==> src/rtl/display_page_arbiter.sv <==
// Display page arbiter: picks which page word drives the tube display, debounces page/ack
// buttons and overlays blinking timed alerts. Define AUTO_CYCLE_EN for idle page rotation.
module display_page_arbiter #(
  parameter int          CLK_HZ       = 100_000_000,
  parameter int          DB_CYCLES    = 1_000_000,
  parameter int          BLINK_CYCLES = 25_000_000,
  parameter int          ALERT_SEC    = 10,
  parameter int          CYCLE_SEC    = 5,
  parameter logic [31:0] BLANK_WORD   = 32'hFFFF_FFFF
) (
  input  logic         clk,
  input  logic         rst,
  input  logic         btn_next,
  input  logic         btn_ack,
  input  logic [127:0] page_data,
  input  logic [3:0]   alert_req,
  output logic [31:0]  disp_data,
  output logic [1:0]   cur_page,
  output logic [3:0]   page_led,
  output logic         alert_led
);

  localparam int DB_W  = (DB_CYCLES > 1) ? $clog2(DB_CYCLES) : 1;
  localparam int SEC_W = (CLK_HZ > 1) ? $clog2(CLK_HZ) : 1;
  localparam int BL_W  = (BLINK_CYCLES > 1) ? $clog2(BLINK_CYCLES) : 1;
  localparam int AS_W  = $clog2(ALERT_SEC + 1);
  localparam logic [DB_W-1:0]  DB_LAST  = DB_W'(DB_CYCLES - 1);
  localparam logic [SEC_W-1:0] SEC_LAST = SEC_W'(CLK_HZ - 1);
  localparam logic [BL_W-1:0]  BL_LAST  = BL_W'(BLINK_CYCLES - 1);
  localparam logic [AS_W-1:0]  AS_LAST  = AS_W'(ALERT_SEC - 1);

  typedef enum logic {ST_NORMAL = 1'b0, ST_ALERT = 1'b1} state_t;

  function automatic logic [3:0] onehot4(input logic [1:0] idx);
    case (idx)
      2'd0:    return 4'b0001;
      2'd1:    return 4'b0010;
      2'd2:    return 4'b0100;
      2'd3:    return 4'b1000;
      default: return 4'b0001;
    endcase
  endfunction

  function automatic logic [1:0] lowest4(input logic [3:0] p);
    if (p[0])      return 2'd0;
    else if (p[1]) return 2'd1;
    else if (p[2]) return 2'd2;
    else           return 2'd3;
  endfunction

  state_t            r_state, w_state_nx;
  logic [1:0]        r_cur_page, w_cur_nx, r_alert_page, w_apage_nx;
  logic [3:0]        r_pending, w_pend_nx, w_set, w_clr, r_page_led, w_led_nx;
  logic [31:0]       r_disp, w_disp_nx;
  logic              r_alert_led;
  logic [DB_W-1:0]   r_db_cnt;
  logic              r_next_smp, r_ack_smp, r_ev_next, r_ev_ack;
  logic [SEC_W-1:0]  r_sec_cnt, w_sec_nx;
  logic [AS_W-1:0]   r_alert_sec, w_asec_nx;
  logic [BL_W-1:0]   r_blink_cnt, w_bcnt_nx;
  logic              r_blink_on, w_bon_nx;
  logic              w_db_wrap, w_tick, w_retrig, w_timeout;
`ifdef AUTO_CYCLE_EN
  localparam int ID_W = $clog2(CYCLE_SEC + 1);
  logic [ID_W-1:0]   r_idle, w_idle_nx;
`endif

  assign w_db_wrap = (r_db_cnt == DB_LAST);
  assign w_tick    = (r_sec_cnt == SEC_LAST);
  assign w_retrig  = (r_state == ST_ALERT) && ((alert_req & onehot4(r_alert_page)) != 4'b0000);
  assign w_timeout = w_tick && !w_retrig && (r_alert_sec == AS_LAST);

  // Button sampler: edges are detected only between consecutive sample instants
  always_ff @(posedge clk) begin
    if (rst) begin
      r_db_cnt   <= '0;
      r_next_smp <= 1'b0;
      r_ack_smp  <= 1'b0;
      r_ev_next  <= 1'b0;
      r_ev_ack   <= 1'b0;
    end else if (w_db_wrap) begin
      r_db_cnt   <= '0;
      r_next_smp <= btn_next;
      r_ack_smp  <= btn_ack;
      r_ev_next  <= btn_next & ~r_next_smp;
      r_ev_ack   <= btn_ack & ~r_ack_smp;
    end else begin
      r_db_cnt   <= r_db_cnt + DB_W'(1);
      r_ev_next  <= 1'b0;
      r_ev_ack   <= 1'b0;
    end
  end

  always_comb begin
    w_state_nx = r_state;
    w_cur_nx   = r_cur_page;
    w_apage_nx = r_alert_page;
    w_sec_nx   = w_tick ? '0 : r_sec_cnt + SEC_W'(1);
    w_asec_nx  = r_alert_sec;
    w_bcnt_nx  = r_blink_cnt;
    w_bon_nx   = r_blink_on;
    w_disp_nx  = r_disp;
    w_set      = alert_req;
    w_clr      = 4'b0000;
`ifdef AUTO_CYCLE_EN
    w_idle_nx  = r_idle;
`endif
    case (r_state)
      ST_NORMAL: begin
        w_disp_nx = page_data[{r_cur_page, 5'b00000} +: 32];
`ifdef AUTO_CYCLE_EN
        if (r_ev_next) begin
          w_cur_nx  = r_cur_page + 2'd1;
          w_idle_nx = '0;
        end else if (w_tick) begin
          if (r_idle == ID_W'(CYCLE_SEC - 1)) begin
            w_cur_nx  = r_cur_page + 2'd1;
            w_idle_nx = '0;
          end else begin
            w_idle_nx = r_idle + ID_W'(1);
          end
        end else begin
          w_idle_nx = r_idle;
        end
`else
        if (r_ev_next) begin
          w_cur_nx = r_cur_page + 2'd1;
        end else begin
          w_cur_nx = r_cur_page;
        end
`endif
        if (r_pending != 4'b0000) begin
          w_state_nx = ST_ALERT;
          w_apage_nx = lowest4(r_pending);
          w_clr      = onehot4(lowest4(r_pending));
          w_sec_nx   = '0;
          w_asec_nx  = '0;
          w_bcnt_nx  = '0;
          w_bon_nx   = 1'b1;
        end else begin
          w_state_nx = ST_NORMAL;
        end
      end
      ST_ALERT: begin
        w_disp_nx = r_blink_on ? page_data[{r_alert_page, 5'b00000} +: 32] : BLANK_WORD;
        w_set     = alert_req & ~onehot4(r_alert_page);
        if (r_blink_cnt == BL_LAST) begin
          w_bcnt_nx = '0;
          w_bon_nx  = ~r_blink_on;
        end else begin
          w_bcnt_nx = r_blink_cnt + BL_W'(1);
        end
        // A retrigger of the shown page restarts the whole second timebase
        if (w_retrig) begin
          w_asec_nx = '0;
          w_sec_nx  = '0;
        end else if (w_tick) begin
          w_asec_nx = r_alert_sec + AS_W'(1);
        end else begin
          w_asec_nx = r_alert_sec;
        end
        if (r_ev_ack || r_ev_next || w_timeout) begin
          w_state_nx = ST_NORMAL;
`ifdef AUTO_CYCLE_EN
          w_idle_nx  = '0;
`endif
        end else begin
          w_state_nx = ST_ALERT;
        end
      end
      default: begin
        w_state_nx = ST_NORMAL;
      end
    endcase
    w_pend_nx = (r_pending & ~w_clr) | w_set;
    w_led_nx  = onehot4((w_state_nx == ST_ALERT) ? w_apage_nx : w_cur_nx);
  end

  // State, page selection, timers and registered display outputs
  always_ff @(posedge clk) begin
    if (rst) begin
      r_state      <= ST_NORMAL;
      r_cur_page   <= 2'd0;
      r_alert_page <= 2'd0;
      r_pending    <= 4'b0000;
      r_disp       <= 32'h0000_0000;
      r_page_led   <= 4'b0001;
      r_alert_led  <= 1'b0;
      r_sec_cnt    <= '0;
      r_alert_sec  <= '0;
      r_blink_cnt  <= '0;
      r_blink_on   <= 1'b0;
`ifdef AUTO_CYCLE_EN
      r_idle       <= '0;
`endif
    end else begin
      r_state      <= w_state_nx;
      r_cur_page   <= w_cur_nx;
      r_alert_page <= w_apage_nx;
      r_pending    <= w_pend_nx;
      r_disp       <= w_disp_nx;
      r_page_led   <= w_led_nx;
      r_alert_led  <= (w_state_nx == ST_ALERT);
      r_sec_cnt    <= w_sec_nx;
      r_alert_sec  <= w_asec_nx;
      r_blink_cnt  <= w_bcnt_nx;
      r_blink_on   <= w_bon_nx;
`ifdef AUTO_CYCLE_EN
      r_idle       <= w_idle_nx;
`endif
    end
  end

  assign disp_data = r_disp;
  assign cur_page  = r_cur_page;
  assign page_led  = r_page_led;
  assign alert_led = r_alert_led;

endmodule

==> config.mk <==
export PLATFORM = sky130hd
export DESIGN_NAME = display_page_arbiter
export DESIGN_NICKNAME = d
export VERILOG_FILES = /design/src/rtl/display_page_arbiter.sv
export SDC_FILE = /design/constraint.sdc
export NUM_CORES = 1
export LEC_CHECK = 0
export CORE_MARGIN = 3
export CORE_UTILIZATION = 39
export DETAILED_ROUTE_END_ITERATION = 8
export HOLD_SLACK_MARGIN = 0.1
export PLACE_DENSITY = 0.76
export RECOVER_POWER = 25
export SLEW_MARGIN = 20
export SYNTH_ARGS = -nofsm -noshare
export SYNTH_HDL_FRONTEND = slang
export SYNTH_SLANG_ARGS = --single-unit
export TNS_END_PERCENT = 5
==> constraint.sdc <==
create_clock -name clk -period 6.1 [get_ports clk]
set_input_delay 1.22 -clock clk [delete_from_list [all_inputs] [get_ports clk]]
set_output_delay 1.22 -clock clk [all_outputs]
set_load 0.02 [all_outputs]
==> impl_metrics.py <==
metrics = {
    "cts": {
        "cts-resized-gates": 0,
        "cts_setup_buffers": 0,
        "cts_hold_buffers": 0,
        "cts.sinks": 126,
        "cts_tree": "done",
        "clockBufferDepth": 2,
        "cts-root-buf": "clkbuf_16",
        "numCtsBuffers": 17,
        "insertion_delay_ps": 420,
        "clk_pin_slew_ps": 60,
        "htreeDepth": 4,
    },
    "sta": {
        "min_period_ps": 4300,
        "tns_ps": 0,
        "slew_violations": 62,
        "finalSetupViolCount": 0,
        "fmax_mhz": 233,
        "hold_violations": 0,
        "slew-limit-headroom_pct": -82.6,
        "period_share_pct": 70.5,
        "clock_skew_ps": 10.2,
        "rsz0062_at_grt": "false",
        "whs_ps": 418,
        "tightest_slew_ps": 2740,
    },
    "placed_design": {
        "dp.cells": 1070,
        "port_buffers": 174,
        "gp_congestion": 0.842,
        "post-dp-hpwl_um": 13900,
    },
    "worst_setup_path": {
        "crit_fanout": 61,
        "cp-end-kind": "register",
        "r2r_setup_slack_ps": 3260,
        "critPathArrivalTime_ps": 4580,
        "worstPathRequired_ps": 6380,
        "path_class": "input pin to register",
        "cp-start-kind": "input pin",
        "crit_slowest_cell": "clkbuf_1",
        "worstPathCellList": "buf_2 > clkbuf_1 > inv_1 > nand2_1 > a31oi_1",
        "max_stage_delay_ps": 1920,
    },
    "hold_path": {
        "holdCritPathClass": "register to register",
    },
    "power_and_ir_drop": {
        "p_int_mw": 1.67,
        "p_per_area_nw_per_um2": 242,
        "switching_power_mw": 0.598,
        "ir_drop_mv": 0.237,
        "p_clk_share_pct": 41.6,
        "pwr-share-seq_pct": 39.8,
        "pwr-share-comb_pct": 18.6,
        "p_leak_nw": 3.09,
        "swShare_pct": 26.4,
    },
    "synthesis": {
        "syn_area_per_cell_um2": 9.67,
        "synth_seq_cells": 126,
        "asyncSetResetFlopFracSynth_pct": 0,
        "synth_top_area_share_pct": 36.7,
        "synth_edf_count": 0,
        "synth_area_leaders": "dfxtp_1, mux4_2, nor2_1, o22ai_1, xor2_1",
        "yosys_warnings": 0,
        "synth_flop_cell": "dfxtp_1",
        "synth_seq_area_share_pct": 36.7,
        "synth.most_common_cell": "dfxtp_1",
        "syn_nets": 852,
        "synth_area_um2": 6880,
        "synth_top_cell_by_area": "dfxtp_1",
        "ys_top_cells_by_count": "dfxtp_1, nor2_1, mux4_2",
        "synthesis.instances": 711,
        "synth_cell_type_count": 56,
    },
    "cells_and_area": {
        "syn2layout_area_growth_pct": 35.8,
        "drive_gt1_share_pct": 13.8,
        "fin_cells": 1105,
        "finalNetCount": 1010,
    },
    "route": {
        "drt_iter0_drc": 435,
        "vias": 6179,
        "viasPerCell": 5.59,
        "antenna_left": 0,
        "first_pass_iters": 5,
        "drc": 0,
        "wl_um": 19200,
        "wl_per_cell_um": 17.4,
    },
    "status": {
        "run_status": "complete, but fails checks",
        "violations": "max-capacitance violations, max-slew violations",
    },
    "die": {
        "core_um2": 16900,
        "io_pins": 175,
        "row_count": 47,
        "start_util_pct": 40.6,
        "dieArea_um2": 19300,
        "die_w_um": 139,
        "die_y_um": 139,
    },
    "global_routing": {
        "gr-total-overflow": 0,
        "grt_pass1_wl_um": 30900,
        "grt_pass1_vias": 6219,
        "track_usage_pct": 19.8,
        "antenna_found_initial": 3,
        "grt_max_degree": 62,
    },
    "job": {
        "max_cap_viol_count": 1,
    },
}
## power by group through the flow
stage / Clock, mW / Sequential, mW / Combinational, mW
after floorplan: 0 / 0.927 / 0.214
after global placement: 0 / 0.918 / 0.413
after detailed placement: 0 / 0.918 / 0.422
after CTS: 0.958 / 0.901 / 0.424
after global routing: 0.995 / 0.906 / 0.456
final: 0.942 / 0.901 / 0.422
## worst max-delay path: cells and delay by family
kind / cells / cell delay [ps]
AO/OA/AOI/OAI: 1 / 140
buffers and inverters: 3 / 2710
AND/OR/NAND/NOR: 1 / 470
## cells in the final DEF (no fill, tap or decap), types with 3 or more instances in the layout
cell,n
nor3b_1,4
dfxtp_1,121
nand3_1,40
ha_1,5
or2_2,4
diode_2,3
nor2b_1,4
nand4_1,17
a31oi_1,11
clkbuf_16,17
nor3_1,18
o22ai_1,34
clkdlybuf4s50_1,172
nand2b_1,3
or3_1,11
mux4_2,65
and3_1,8
mux2i_1,6
inv_1,18
o21ai_0,16
xor2_1,23
a21oi_1,20
and4_1,5
clkinvlp_4,4
nand2_1,44
nor4_1,11
clkinv_2,5
xnor2_1,22
clkinv_4,3
dfxtp_2,5
nor2_1,114
buf_4,6
## final timing paths
kind / cells after the start / to / startpoint
max: 5 / r_blink_cnt[14] / rst
min: 1 / r_ev_ack / r_ack_smp
max reg2reg: 6 / page_led[0] / r_alert_page[0]
min reg2reg: 1 / r_ev_ack / r_ack_smp
## layer usage
| layer | wire (µm) | share of wire [%] | global-route usage (%) |
|---|---|---|---|
| met4 | 615 | 3.2 | 9.27 |
| met2 | 9670 | 50 | 34.2 |
| met1 | 6980 | 36 | 21.0 |
| met5 | 0 | 0 | 0 |
| met3 | 1930 | 10 | 8.21 |
## kinds of logic after synthesis
| kind of cell | after synthesis | synth area share [%] |
|---|---|---|
| AND/OR/NAND/NOR | 301 | 21.7 |
| flip-flops | 126 | 36.7 |
| AO/OA/AOI/OAI | 103 | 9.39 |
| multiplexers | 71 | 22.2 |
| buffers and inverters | 60 | 3.44 |
| XOR/XNOR | 45 | 5.73 |
| adder cells (fa/ha/maj) | 5 | 0.910 |
## state kept, by name, summed over array words and instances, names as in the netlist
| name | cells |
|---|---|
| disp_data | 32 |
| r_sec_cnt | 27 |
| r_blink_cnt | 25 |
| r_db_cnt | 20 |
| page_led | 4 |
| r_alert_sec | 4 |
| r_pending | 4 |
| cur_page | 2 |
| r_alert_page | 2 |
| alert_led | 1 |
| r_ack_smp | 1 |
| r_blink_on | 1 |
| r_ev_ack | 1 |
| r_ev_next | 1 |
| r_next_smp | 1 |
## final cells by class
class / instances / area [µm²]
fill: 1505 / 7590
timing repair buffer: 181 / 1790
inverter: 18 / 67.6
clock buffer: 18 / 439
clock inverter: 14 / 120
antenna: 3 / 7.51
tap: 220 / 275
sequential: 126 / 2530
multi-input combinational: 525 / 4120
## stage by stage
step,util (%),setup WS [ps],instance area [µm²],total power [mW]
final,55.2,1800,9340,2.26
after global routing,55.2,1550,9340,2.36
after CTS,55.1,2660,9340,2.28
after detailed placement,51.8,2590,8780,1.34
after global placement,51.8,2640,8780,1.33
after floorplan,-,3220,6880,1.14
No activity file was read; power rests on OpenSTA's default activity.
